<file path="config.mk">
export PLATFORM = sky130hd
export DESIGN_NAME = rfphoenix_pfx_packer
export DESIGN_NICKNAME = d
export VERILOG_FILES = /design/src/rtl/rfphoenix_pfx_packer.sv
export SDC_FILE = /design/constraint.sdc
export NUM_CORES = 1
export LEC_CHECK = 0
export CORE_UTILIZATION = 46
export CTS_BUF_LIST = sky130_fd_sc_hd__clkbuf_8
export CTS_CLUSTER_DIAMETER = 80
export DETAILED_ROUTE_END_ITERATION = 8
export PLACE_DENSITY = 0.76
export SKIP_CTS_REPAIR_TIMING = 1
export SLEW_MARGIN = 10
export SYNTH_ARGS = -nofsm -noshare
export SYNTH_HDL_FRONTEND = slang
export SYNTH_SLANG_ARGS = --single-unit
</file>
<file path="constraint.sdc">
create_clock -name clk -period 13.5 [get_ports clk]
set_clock_uncertainty 0.2 [all_clocks]
set_input_delay 2.025 -clock clk [delete_from_list [all_inputs] [get_ports clk]]
set_output_delay 2.025 -clock clk [all_outputs]
set_load 0.02 [all_outputs]
</file>
<file path="src/rtl/rfphoenix_pfx_packer.sv">
// rfphoenix_pfx_packer
// Pairs each fetched instruction word with an optional trailing postfix word
// (opcode PFX) and presents {ir, pfx, pc} bundles to decode.
//
// Two register stages:
//   _p0 : hold register H, the most recent non-PFX instruction, waiting to
//         learn whether a PFX follows it.
//   _p1 : output register O, which drives out_* directly.
//
// Ports:
//   clk, rst        clock, asynchronous active-high reset
//   flush           discard held and pending words (branch redirect)
//   drain           emit the held instruction without waiting for a successor
//   in_valid/ready  fetch-side handshake; in_insn word, in_pc its address
//   out_valid/ready decode-side handshake; out_ir, out_pfx, out_has_pfx, out_pc
//   orphan          one-cycle pulse when a PFX word is dropped
//   orphan_cnt      saturating count of dropped PFX words
module rfphoenix_pfx_packer #(
    parameter int              IW     = 40,
    parameter int              AW     = 32,
    parameter int              OP_LSB = 0,
    parameter int              OP_W   = 6,
    parameter logic [OP_W-1:0] PFX_OP = 6'h3E
) (
    input  logic          clk,
    input  logic          rst,
    input  logic          flush,
    input  logic          drain,
    input  logic          in_valid,
    output logic          in_ready,
    input  logic [IW-1:0] in_insn,
    input  logic [AW-1:0] in_pc,
    output logic          out_valid,
    input  logic          out_ready,
    output logic [IW-1:0] out_ir,
    output logic [IW-1:0] out_pfx,
    output logic          out_has_pfx,
    output logic [AW-1:0] out_pc,
    output logic          orphan,
    output logic [15:0]   orphan_cnt
);

    function automatic logic [15:0] sat_inc16(input logic [15:0] v);
        return (v == 16'hFFFF) ? v : v + 16'd1;
    endfunction

    logic [IW-1:0] hold_insn_p0;
    logic [AW-1:0] hold_pc_p0;
    logic          vld_p0;

    logic [IW-1:0] ir_p1;
    logic [IW-1:0] pfx_p1;
    logic          has_pfx_p1;
    logic [AW-1:0] pc_p1;
    logic          vld_p1;

    logic          orphan_r;
    logic [15:0]   orphan_cnt_r;

    logic oc;
    logic accept;
    logic is_pfx;
    logic load_pfx;
    logic load_np;
    logic do_drain;
    logic load_o;

    // O can take a new bundle when it is empty or being consumed this cycle.
    // This is the only combinational use of out_ready; out_* come from flops.
    assign oc       = !vld_p1 || out_ready;
    assign in_ready = !flush && !drain && (!vld_p0 || oc);
    assign accept   = in_valid && in_ready;
    assign is_pfx   = (in_insn[OP_LSB +: OP_W] == PFX_OP);

    // A word arriving while H is occupied always pushes H's instruction into O;
    // in_ready already guarantees O has room in that case.
    assign load_pfx = accept && is_pfx && vld_p0;
    assign load_np  = accept && !is_pfx && vld_p0;
    assign do_drain = !flush && drain && vld_p0 && oc;
    assign load_o   = load_pfx || load_np || do_drain;

    // ---- stage p0: hold register ----
    always_ff @(posedge clk or posedge rst) begin
        if (rst) begin
            vld_p0       <= 1'b0;
            hold_insn_p0 <= '0;
            hold_pc_p0   <= '0;
        end else if (flush) begin
            vld_p0 <= 1'b0;
        end else if (accept && !is_pfx) begin
            hold_insn_p0 <= in_insn;
            hold_pc_p0   <= in_pc;
            vld_p0       <= 1'b1;
        end else if (load_pfx || do_drain) begin
            vld_p0 <= 1'b0;
        end
    end

    // ---- stage p1: output register ----
    always_ff @(posedge clk or posedge rst) begin
        if (rst) begin
            vld_p1     <= 1'b0;
            ir_p1      <= '0;
            pfx_p1     <= '0;
            has_pfx_p1 <= 1'b0;
            pc_p1      <= '0;
        end else if (flush) begin
            vld_p1 <= 1'b0;
        end else if (load_o) begin
            vld_p1     <= 1'b1;
            ir_p1      <= hold_insn_p0;
            pc_p1      <= hold_pc_p0;
            pfx_p1     <= load_pfx ? in_insn : '0;
            has_pfx_p1 <= load_pfx;
        end else if (out_ready) begin
            vld_p1 <= 1'b0;
        end
    end

    // A PFX with nothing in H has no instruction to extend and is dropped.
    always_ff @(posedge clk or posedge rst) begin
        if (rst) begin
            orphan_r     <= 1'b0;
            orphan_cnt_r <= 16'd0;
        end else begin
            orphan_r <= accept && is_pfx && !vld_p0;
            if (accept && is_pfx && !vld_p0)
                orphan_cnt_r <= sat_inc16(orphan_cnt_r);
        end
    end

    assign out_valid   = vld_p1;
    assign out_ir      = ir_p1;
    assign out_pfx     = pfx_p1;
    assign out_has_pfx = has_pfx_p1;
    assign out_pc      = pc_p1;
    assign orphan      = orphan_r;
    assign orphan_cnt  = orphan_cnt_r;

endmodule

</file>
==> impl_metrics.csv <==
group,metric,value,unit
outcome,status,"finished clean",
layout,fillCellCount,1237,
drt,highest_layer,"met4",
pwr,power.net_switching,523,uW
sta,min_period,5700,ps
pwr,p_per_area,166,mW/mm^2
drt,wirelength,18.2,mm
setup_path,timing.rr.start,"out_valid$_DFFE_PP0P_",
die,start_util,0.469,
setup_path,crit_end,"in_ready",
setup_path,path_class,"input port to output pin",
sta,tns,0,ps
layout,nets,806,
pwr,sw_frac_of_total,0.286,
job,max_cap_viol_count,0,
drt,drc,0,
die,die_w,135,um
setup_path,reg2regPathDepth,5,
logic_synthesis,ys_seq_area_frac,0.631,
setup_path,path_cells,"clkdlybuf4s50_1, nor2b_1, a211oi_1, clkdlybuf4s50_1",
layout,seq_area,0.00510,mm^2
sta,rsz0062_at_grt,"no",
setup_path,crit_arrival,3480,ps
setup_path,worstSetupEndpointType,"output pin",
pwr,comb_power_share,0.266,
layout,drive_above_1_share,0.278,
sta,finalSetupViolCount,0,
setup_path,worstSetupStartpoint,"out_ready",
die,core_area,0.0172,mm^2
drt,firstDrtPassIters,4,
clock_network,cts_made_buffers,36,
sta,worst_slew_pin_slew,965,ps
placement,io_buffer_count,209,
logic_synthesis,synth_edf_count,0,
setup_path,cpMostUsedCell,"clkdlybuf4s50_1",
logic_synthesis,async_flop_share,1.00,
logic_synthesis,avgSynthCellArea,16.2,um^2
sta,fin_ws,7800,ps
setup_path,cpPeakStageDelay,640,ps
sta,hold_viol_final,0,
sta,relSlewSlack,0.356,
sta,slew_viol_final,0,
setup_path,r2r_slack,10630,ps
pwr,pwr-share-seq,0.440,
logic_synthesis,yosysTopAreaCellShare,0.631,
global_route,grt_antenna_before_repair,0,
logic_synthesis,yosysMostFrequentCell,"dfrtp_1",
die,pin_count,210,
placement,gp_congestion,0.838,
layout,area_growth_syn_to_layout,36.5,%
drt,routed-wl-met2,8.88,mm
setup_path,worst_path_max_delay_cell,"clkdlybuf4s50_1",
drt,routedWlPerCell,18.7,um
layout,fin_util,0.641,
pwr,internal-power,1310,uW
logic_synthesis,synth_flop_cell,"dfrtp_1",
logic_synthesis,synth_cells,500,
drt,avgViaCountPerCell,5.24,
drt,drtIter0Drc,186,
logic_synthesis,synth_area_leaders,"dfrtp_1 63%, mux2_4 13%, mux2_2 10%, a22o_1 3.7%, buf_6 1.1%",
clock_network,clock_sinks,204,
drt,route.met3.wl,1.14,mm
die,die_height,135,um
hold_path,hold_path.class,"flip-flop to flip-flop",
drt,ant_nets,0,
drt,vias,5116,
sta,fmax,0.175,GHz
global_route,grt_usage,0.205,
die,row_count,48,
pwr,clkPwrFrac,0.294,
logic_synthesis,ys_warn_count,0,
setup_path,start_kind,"input port",
logic_synthesis,netlist.top_cell.by_area,"dfrtp_1",
drt,wl_met1,7.71,mm
logic_synthesis,synth.distinct_cells,43,
global_route,grt_pass1_wl,29.0,mm
clock_network,clock_latency,520,ps
placement,dp.final_hpwl,11.8,mm
setup_path,path_max_fanout,2,
clock_network,root_buffer,"clkbuf_8",
global_route,overflow,0,
layout,n_antenna_cell,0,
logic_synthesis,synth_commonest_cells,"204 x dfrtp_1, 75 x mux2_2, 69 x mux2_4",
logic_synthesis,netlist_area,0.00809,mm^2
placement,place_ws,7800,ps
clock_network,cts_tree,"built",
sta,period_share,0.423,
die,dieArea,0.0181,mm^2
pwr,ir_drop,0.0737,mV
clock_network,cts_max_level,2,
pwr,p_leak,0.00515,uW
sta,hold-worst-slack,281,ps
global_route,grt_max_degree,145,
logic_synthesis,yosys_register_bits,204,
layout,multi_input_area,0.00281,mm^2
global_route,grt_pass1_vias,5487,
setup_path,r2r-end,"hold_insn_p0[37]$_DFFE_PP0P_",
clock_network,clkTransAtPathRegs,60,ps
setup_path,worst_ep_required_time,11270,ps
logic_synthesis,syn_nets,579,
clock_network,clk_path_buf_depth,3,
sequential cells by signal, summed over array words and instances, names as in the netlist:
signal / flops
hold_pc_p0: 32
out_pfx: 40
vld_p0: 1
out_ir: 40
orphan: 1
hold_insn_p0: 40
out_valid: 1
out_has_pfx: 1
orphan_cnt: 16
out_pc: 32
cell families (layout without fill, tap and decap cells):
kind of cell,Yosys count,after routing,synth area share
XOR/XNOR,11,11,0.0119
multiplexers,144,144,0.232
buffers and inverters,31,283,0.0238
flip-flops,204,204,0.631
adder cells (fa/ha/maj),1,1,0.00155
AND/OR/NAND/NOR,53,53,0.0413
AO/OA/AOI/OAI,56,56,0.0579
how the worst min path moves through the flow:
stage	to	from	cells after the start
3_3_place_gp	out_pfx[3]$_DFFE_PP0P_	out_pfx[3]$_DFFE_PP0P_	1
5_1_grt	out_pfx[3]$_DFFE_PP0P_	out_pfx[3]$_DFFE_PP0P_	1
3_5_place_dp	out_pfx[1]$_DFFE_PP0P_	out_pfx[1]$_DFFE_PP0P_	1
4_1_cts	out_pfx[1]$_DFFE_PP0P_	out_pfx[1]$_DFFE_PP0P_	1
2_1_floorplan	hold_insn_p0[36]$_DFFE_PP0P_	hold_insn_p0[36]$_DFFE_PP0P_	1
6_report	out_pfx[1]$_DFFE_PP0P_	out_pfx[1]$_DFFE_PP0P_	1
per-layer routing:
layer,GRT usage,vias up
met3,0.0544,36
met4,0.0874,0
met5,0,-
met1,0.257,2606
li1,-,2279
met2,0.335,195
stage by stage:
| stage | cell area [um^2] | instances | power, uW |
|---|---|---|---|
| 2_1_floorplan | 8090 | 500 | 1060 |
| 6_report | 11000 | 977 | 1830 |
| 3_3_place_gp | 10400 | 914 | 1290 |
| 3_5_place_dp | 10400 | 914 | 1310 |
| 5_1_grt | 11000 | 977 | 1920 |
| 4_1_cts | 11000 | 977 | 1850 |
power groups by stage:
stage | clock network, uW | registers (uW) | logic (uW)
2_1_floorplan | 0 | 906 | 153
3_3_place_gp | 0 | 807 | 481
3_5_place_dp | 0 | 816 | 490
4_1_cts | 555 | 806 | 492
5_1_grt | 585 | 821 | 511
6_report | 537 | 805 | 487
cell usage in the layout, fill, tap and decap left out, types with 2 or more instances in the layout:
| cell | netlist | routed |
|---|---|---|
| a21o_1 | 7 | 7 |
| a21oi_1 | 5 | 5 |
| a22o_1 | 34 | 34 |
| and2_1 | 2 | 2 |
| and4_1 | 2 | 2 |
| buf_4 | 0 | 5 |
| clkbuf_8 | 0 | 44 |
| clkdlybuf4s50_1 | 0 | 209 |
| clkinvlp_4 | 0 | 3 |
| dfrtp_1 | 204 | 204 |
| inv_1 | 6 | 20 |
| mux2_2 | 75 | 75 |
| mux2_4 | 69 | 69 |
| nand2_1 | 7 | 7 |
| nand3_1 | 8 | 8 |
| nand4_1 | 7 | 7 |
| nand4b_1 | 2 | 2 |
| nor2_1 | 7 | 6 |
| nor3_1 | 2 | 2 |
| nor4_1 | 2 | 2 |
| o21ai_0 | 2 | 2 |
| or3b_4 | 1 | 2 |
| xnor2_1 | 6 | 6 |
| xor2_1 | 5 | 5 |
area by class of cell:
type,instances,area share
clock buffer,44,0.0548
clock inverter,19,0.00759
inverter,6,0.00272
multi-input combinational,265,0.254
sequential,204,0.462
tap,225,0.0255
timing repair buffer,214,0.193
worst max-delay path, delay by kind of cell:
kind	cells	cell delay (ps)
buffers and inverters	2	1140
AO/OA/AOI/OAI	1	240
AND/OR/NAND/NOR	1	80
(Power assumes the default switching activity.)
